[config.mk]
export PLATFORM = sky130hd
export DESIGN_NAME = team_06_i2s_stereo_rx
export DESIGN_NICKNAME = d
export VERILOG_FILES = /design/src/rtl/team_06_i2s_stereo_rx.sv
export SDC_FILE = /design/constraint.sdc
export NUM_CORES = 1
export LEC_CHECK = 0
export ABC_AREA = 1
export ABC_CLOCK_PERIOD_IN_PS = 4050
export CAP_MARGIN = 10
export CORE_MARGIN = 2
export CORE_UTILIZATION = 40
export CTS_CLUSTER_SIZE = 40
export DETAILED_ROUTE_END_ITERATION = 8
export HOLD_SLACK_MARGIN = 0.06
export MAX_ROUTING_LAYER = met4
export PLACE_DENSITY = 0.61
export SLEW_MARGIN = 30
export SYNTH_ARGS = -nofsm -noshare
export SYNTH_HDL_FRONTEND = slang
export SYNTH_SLANG_ARGS = --single-unit
[constraint.sdc]
create_clock -name clk -period 4.05 [get_ports clk]
set_clock_uncertainty 0.15 [all_clocks]
set_input_delay 0.81 -clock clk [delete_from_list [all_inputs] [get_ports clk]]
set_output_delay 0.81 -clock clk [all_outputs]
set_load 0.1 [all_outputs]
[src/rtl/team_06_i2s_stereo_rx.sv]
// Stereo I2S master receiver: generates SCK/WS, deserialises DATA_W MSB-first bits per slot.
// Optional TEAM_06_I2S_MAG_EN: output is the saturated magnitude of the received word.
module team_06_i2s_stereo_rx #(
  parameter int unsigned DATA_W  = 8,
  parameter int unsigned SLOT_W  = 32,
  parameter int unsigned CLK_DIV = 4
) (
  input  logic              clk,
  input  logic              rst,
  input  logic              enable,
  input  logic              sd_in,
  output logic              sck_out,
  output logic              ws_out,
  output logic [DATA_W-1:0] sample_data,
  output logic              sample_right,
  output logic              sample_valid,
  input  logic              sample_ready,
  output logic              overflow,
  input  logic              clear_ovf
);

  localparam int unsigned DIV_W = (CLK_DIV > 1) ? $clog2(CLK_DIV) : 1;
  localparam int unsigned K_W   = $clog2(SLOT_W);

  localparam logic [DIV_W-1:0] DIV_LAST = DIV_W'(CLK_DIV - 1);
  localparam logic [K_W-1:0]   K_LAST   = K_W'(SLOT_W - 1);
  localparam logic [K_W-1:0]   K_DATA   = K_W'(DATA_W);

  logic [DIV_W-1:0]  r_div;
  logic [K_W-1:0]    r_k;
  logic              r_sck;
  logic              r_ws;
  logic [DATA_W-1:0] r_shift;
  logic              r_done;
  logic              r_done_right;
  logic [DATA_W-1:0] r_data;
  logic              r_right;
  logic              r_valid;
  logic              r_ovf;

  logic              w_tc;
  logic              w_rise;
  logic              w_fall;
  logic              w_cap;
  logic              w_word;
  logic              w_ovf_set;
  logic [DATA_W-1:0] w_word_fmt;

  assign w_tc   = enable && (r_div == DIV_LAST);
  assign w_rise = w_tc && !r_sck;
  assign w_fall = w_tc && r_sck;
  assign w_cap  = w_rise && (r_k != '0) && (r_k <= K_DATA);
  assign w_word = w_rise && (r_k == K_DATA);

  // Bit clock, slot counter, word select and shift register; all held idle while disabled.
  always_ff @(posedge clk or posedge rst) begin
    if (rst) begin
      r_div   <= '0;
      r_k     <= '0;
      r_sck   <= 1'b0;
      r_ws    <= 1'b0;
      r_shift <= '0;
    end else if (!enable) begin
      r_div   <= '0;
      r_k     <= '0;
      r_sck   <= 1'b0;
      r_ws    <= 1'b0;
      r_shift <= '0;
    end else begin
      r_div <= w_tc ? '0 : r_div + 1'b1;
      if (w_tc)
        r_sck <= ~r_sck;
      if (w_rise)
        r_k <= (r_k == K_LAST) ? '0 : r_k + 1'b1;
      // k is 0 on a fall only right after the last rise of a slot wrapped it
      if (w_fall && (r_k == '0))
        r_ws <= ~r_ws;
      if (w_cap)
        r_shift <= {r_shift[DATA_W-2:0], sd_in};
    end
  end

  always_ff @(posedge clk or posedge rst) begin
    if (rst) begin
      r_done       <= 1'b0;
      r_done_right <= 1'b0;
    end else begin
      r_done <= w_word;
      if (w_word)
        r_done_right <= r_ws;
    end
  end

`ifdef TEAM_06_I2S_MAG_EN
  localparam logic [DATA_W-1:0] W_MIN = {1'b1, {(DATA_W-1){1'b0}}};

  always_comb begin
    w_word_fmt = r_shift;
    if (r_shift[DATA_W-1])
      w_word_fmt = (r_shift == W_MIN) ? ~W_MIN : (~r_shift + 1'b1);
  end
`else
  assign w_word_fmt = r_shift;
`endif

  assign w_ovf_set = r_done && r_valid && !sample_ready;

  // One-deep output register; a word arriving while the held one is stalled is dropped.
  always_ff @(posedge clk or posedge rst) begin
    if (rst) begin
      r_data  <= '0;
      r_right <= 1'b0;
      r_valid <= 1'b0;
      r_ovf   <= 1'b0;
    end else begin
      if (r_done) begin
        if (!r_valid || sample_ready) begin
          r_data  <= w_word_fmt;
          r_right <= r_done_right;
          r_valid <= 1'b1;
        end
      end else if (sample_ready) begin
        r_valid <= 1'b0;
      end
      if (w_ovf_set)
        r_ovf <= 1'b1;
      else if (clear_ovf)
        r_ovf <= 1'b0;
    end
  end

  assign sck_out      = r_sck;
  assign ws_out       = r_ws;
  assign sample_data  = r_data;
  assign sample_right = r_right;
  assign sample_valid = r_valid;
  assign overflow     = r_ovf;

endmodule

==> impl_metrics.toml <==
[outcome]
status = "complete, no violations"

[timing]
final-max-slew-violation-count = 0
setup_tns_ns = 0
finalHoldWorstSlack_ns = 0.294
setup_violations = 0
max_slew_margin = 0.355
finalCritPeriodShare = 0.691
finalCriticalPeriod_ns = 2.80
rsz0062_at_grt = "false"
worst_pin_slew_ns = 0.965
hold_viol = 0
max_freq_mhz = 357

[setup_path]
critPathTopFamily = "buffers and inverters"
rr_worst_depth = 7
critical-path-slowest-cell = "clkdlybuf4s50_1"
crit_buf_inv = 1
rrSetupSlack_ns = 2.47
crit_end = "sck_out"
crit_type = "register to output pin"
cp_num_cells = 1
crit_path_start_kind = "register"
crit_required_ns = 3.09
max_stage_delay_ns = 1.14
startpoint = "sck_out"
cp_max_fo = 3
crit_path_cell_trace = "clkdlybuf4s50_1"
cp.arrival_ns = 1.84
endpoint_kind = "output pin"
crit-reg2reg-launch = "r_k[0]"
worstReg2RegEnd = "r_shift[3]"

[placement]
port_buffers = 18
postPlaceCellArea_um2 = 1610
dp.cells = 217
gp_congestion = 0.862
hpwl_um = 1720

[clock_network]
clk_latency_ns = 0.32
cts_made_buffers = 5
cts_max_level = 2
hold_buffers = 0
ctsResizeCount = 0
cts_setup_buffers = 0
root_buffer = "clkbuf_4"
clkSlewWorstSetupHoldPaths_ns = 0.08
cts_tree = "done"
cts_buffer_depth = 2
clkSinkCount = 30

[power]
p_leak_nw = 0.865
irDropWorstVdd_mv = 0.146
p_per_area_nw_per_um2 = 305

[final_layout]
nets = 188
layout_commonest_cell = "nand2_1"
mostFrequentLayoutCells = "nand2_1 (51), dfrtp_1 (30), inv_1 (19)"
diodes = 0
syn2layout_area_growth_pct = 18.4
finalNonFillerCells = 223
drive_gt1_frac = 0.124
postLayoutCellArea_um2 = 1660

[floorplanning]
start_util = 0.417
num_io_pins = 19
rows = 21
die_w_um = 63.2
core_area_um2 = 3360
die_h_um = 63.2
die_area_um2 = 4000

[global_routing]
grt_pass1_wl_um = 4300
antenna_found_initial = 0
grt_pass1_vias = 988
grt_max_degree = 31
gr-total-overflow = 0
grtUsageTotal = 0.142

[synthesis]
synth_nets = 168
synth_seq_cells = 30
synth_warnings = 0
synth.area.top_cells = "dfrtp_1 (54%), nand2_1 (14%), inv_1 (5.4%), nand3_1 (4.6%), o21ai_2 (4.4%)"
syn_avg_cell_area_um2 = 8.88
synth-seq-area-share = 0.535
synth.top_cell.area_share = 0.535
yosys.area.top_type = "dfrtp_1"
synth_area_um2 = 1400
synth_cell_types = 24
syn_inst = 158

[routing]
drtAntennaViolNets = 0
num_vias = 1044
routed_wl_um = 2330
drt-initial-drc-count = 30
route.detailed.drc = 0
dr.pass1.iters = 4
vias_per_cell = 4.68
routedWlPerCell_um = 10.4

[min_path]
hold_path.class = "register to register"

[job]
cap_violations = 0
routing by layer:
layer,part of all wire,vias to the layer above,global-route usage
li1,-,537,-
met1,0.48,486,0.171
met2,0.46,19,0.215
met3,0.050,2,0.0536
met4,0.0090,0,0.0571
met5,0,-,-
cell usage after synthesis:
master     n
nand3_1   13
buf_2      1
xor2_1     1
o22ai_1    1
o21ai_0    5
nor2_1     9
a21oi_2    1
buf_6      1
nand2_2    2
a21oi_4    1
inv_1     20
nand2_4    1
nand2_1   51
nand3_4    1
clkbuf_1   2
nand3b_1   1
dfrtp_1   30
o21ai_2    7
inv_2      1
nand4_1    1
nor3_1     2
nand3_2    1
ha_1       4
buf_4      1
area by class of cell:
cell class	count	area, µm²
inverters	21	78.8
flip-flops and latches	30	751
well taps	46	57.6
clock buffers	6	51.3
fillers	335	1700
repair buffers	18	180
multi-input cells	102	542
report_power, final:
part	total (mW)	switching, mW	internal [mW]
clock	0.171	0.0930	0.0781
sequential	0.304	0.00183	0.302
combinational	0.0314	0.0217	0.00963
logic make-up (layout without fill, tap and decap cells):
| kind of cell | after synthesis | count (layout) | synth area share |
|---|---|---|---|
| simple gates | 82 | 82 | 0.260 |
| flops | 30 | 30 | 0.535 |
| buf+inv | 26 | 45 | 0.0785 |
| compound gates | 15 | 15 | 0.0839 |
| fa+ha+maj | 4 | 4 | 0.0357 |
| xor+xnor | 1 | 1 | 0.00625 |
sequential cells by signal, summed over array words and instances, names as in the netlist:
name          cells
overflow          1
r_div             2
r_done            1
r_done_right      1
r_k               5
r_shift           8
sample_data       8
sample_right      1
sample_valid      1
sck_out           1
ws_out            1
worst min path at each step:
stage | from | endpoint | slack, ns | depth (start not counted)
after floorplan | r_div[0] | r_div[0] | 0.26 | 1
after global placement | r_div[0] | r_div[0] | 0.27 | 1
after detailed placement | r_div[0] | r_div[0] | 0.28 | 1
after CTS | r_div[0] | r_div[0] | 0.29 | 1
after global routing | r_div[0] | r_div[0] | 0.32 | 1
final | r_div[0] | r_div[0] | 0.29 | 1
metrics by stage:
step                      utilization  power, mW  worst slack [ns]
final                           0.494      0.507              1.25
after floorplan                     -      0.332              2.18
after global placement          0.478      0.341              1.49
after CTS                       0.494      0.515              1.22
after detailed placement        0.478      0.343              1.40
after global routing            0.494      0.534              1.18
No activity file was read; power rests on OpenSTA's default activity.
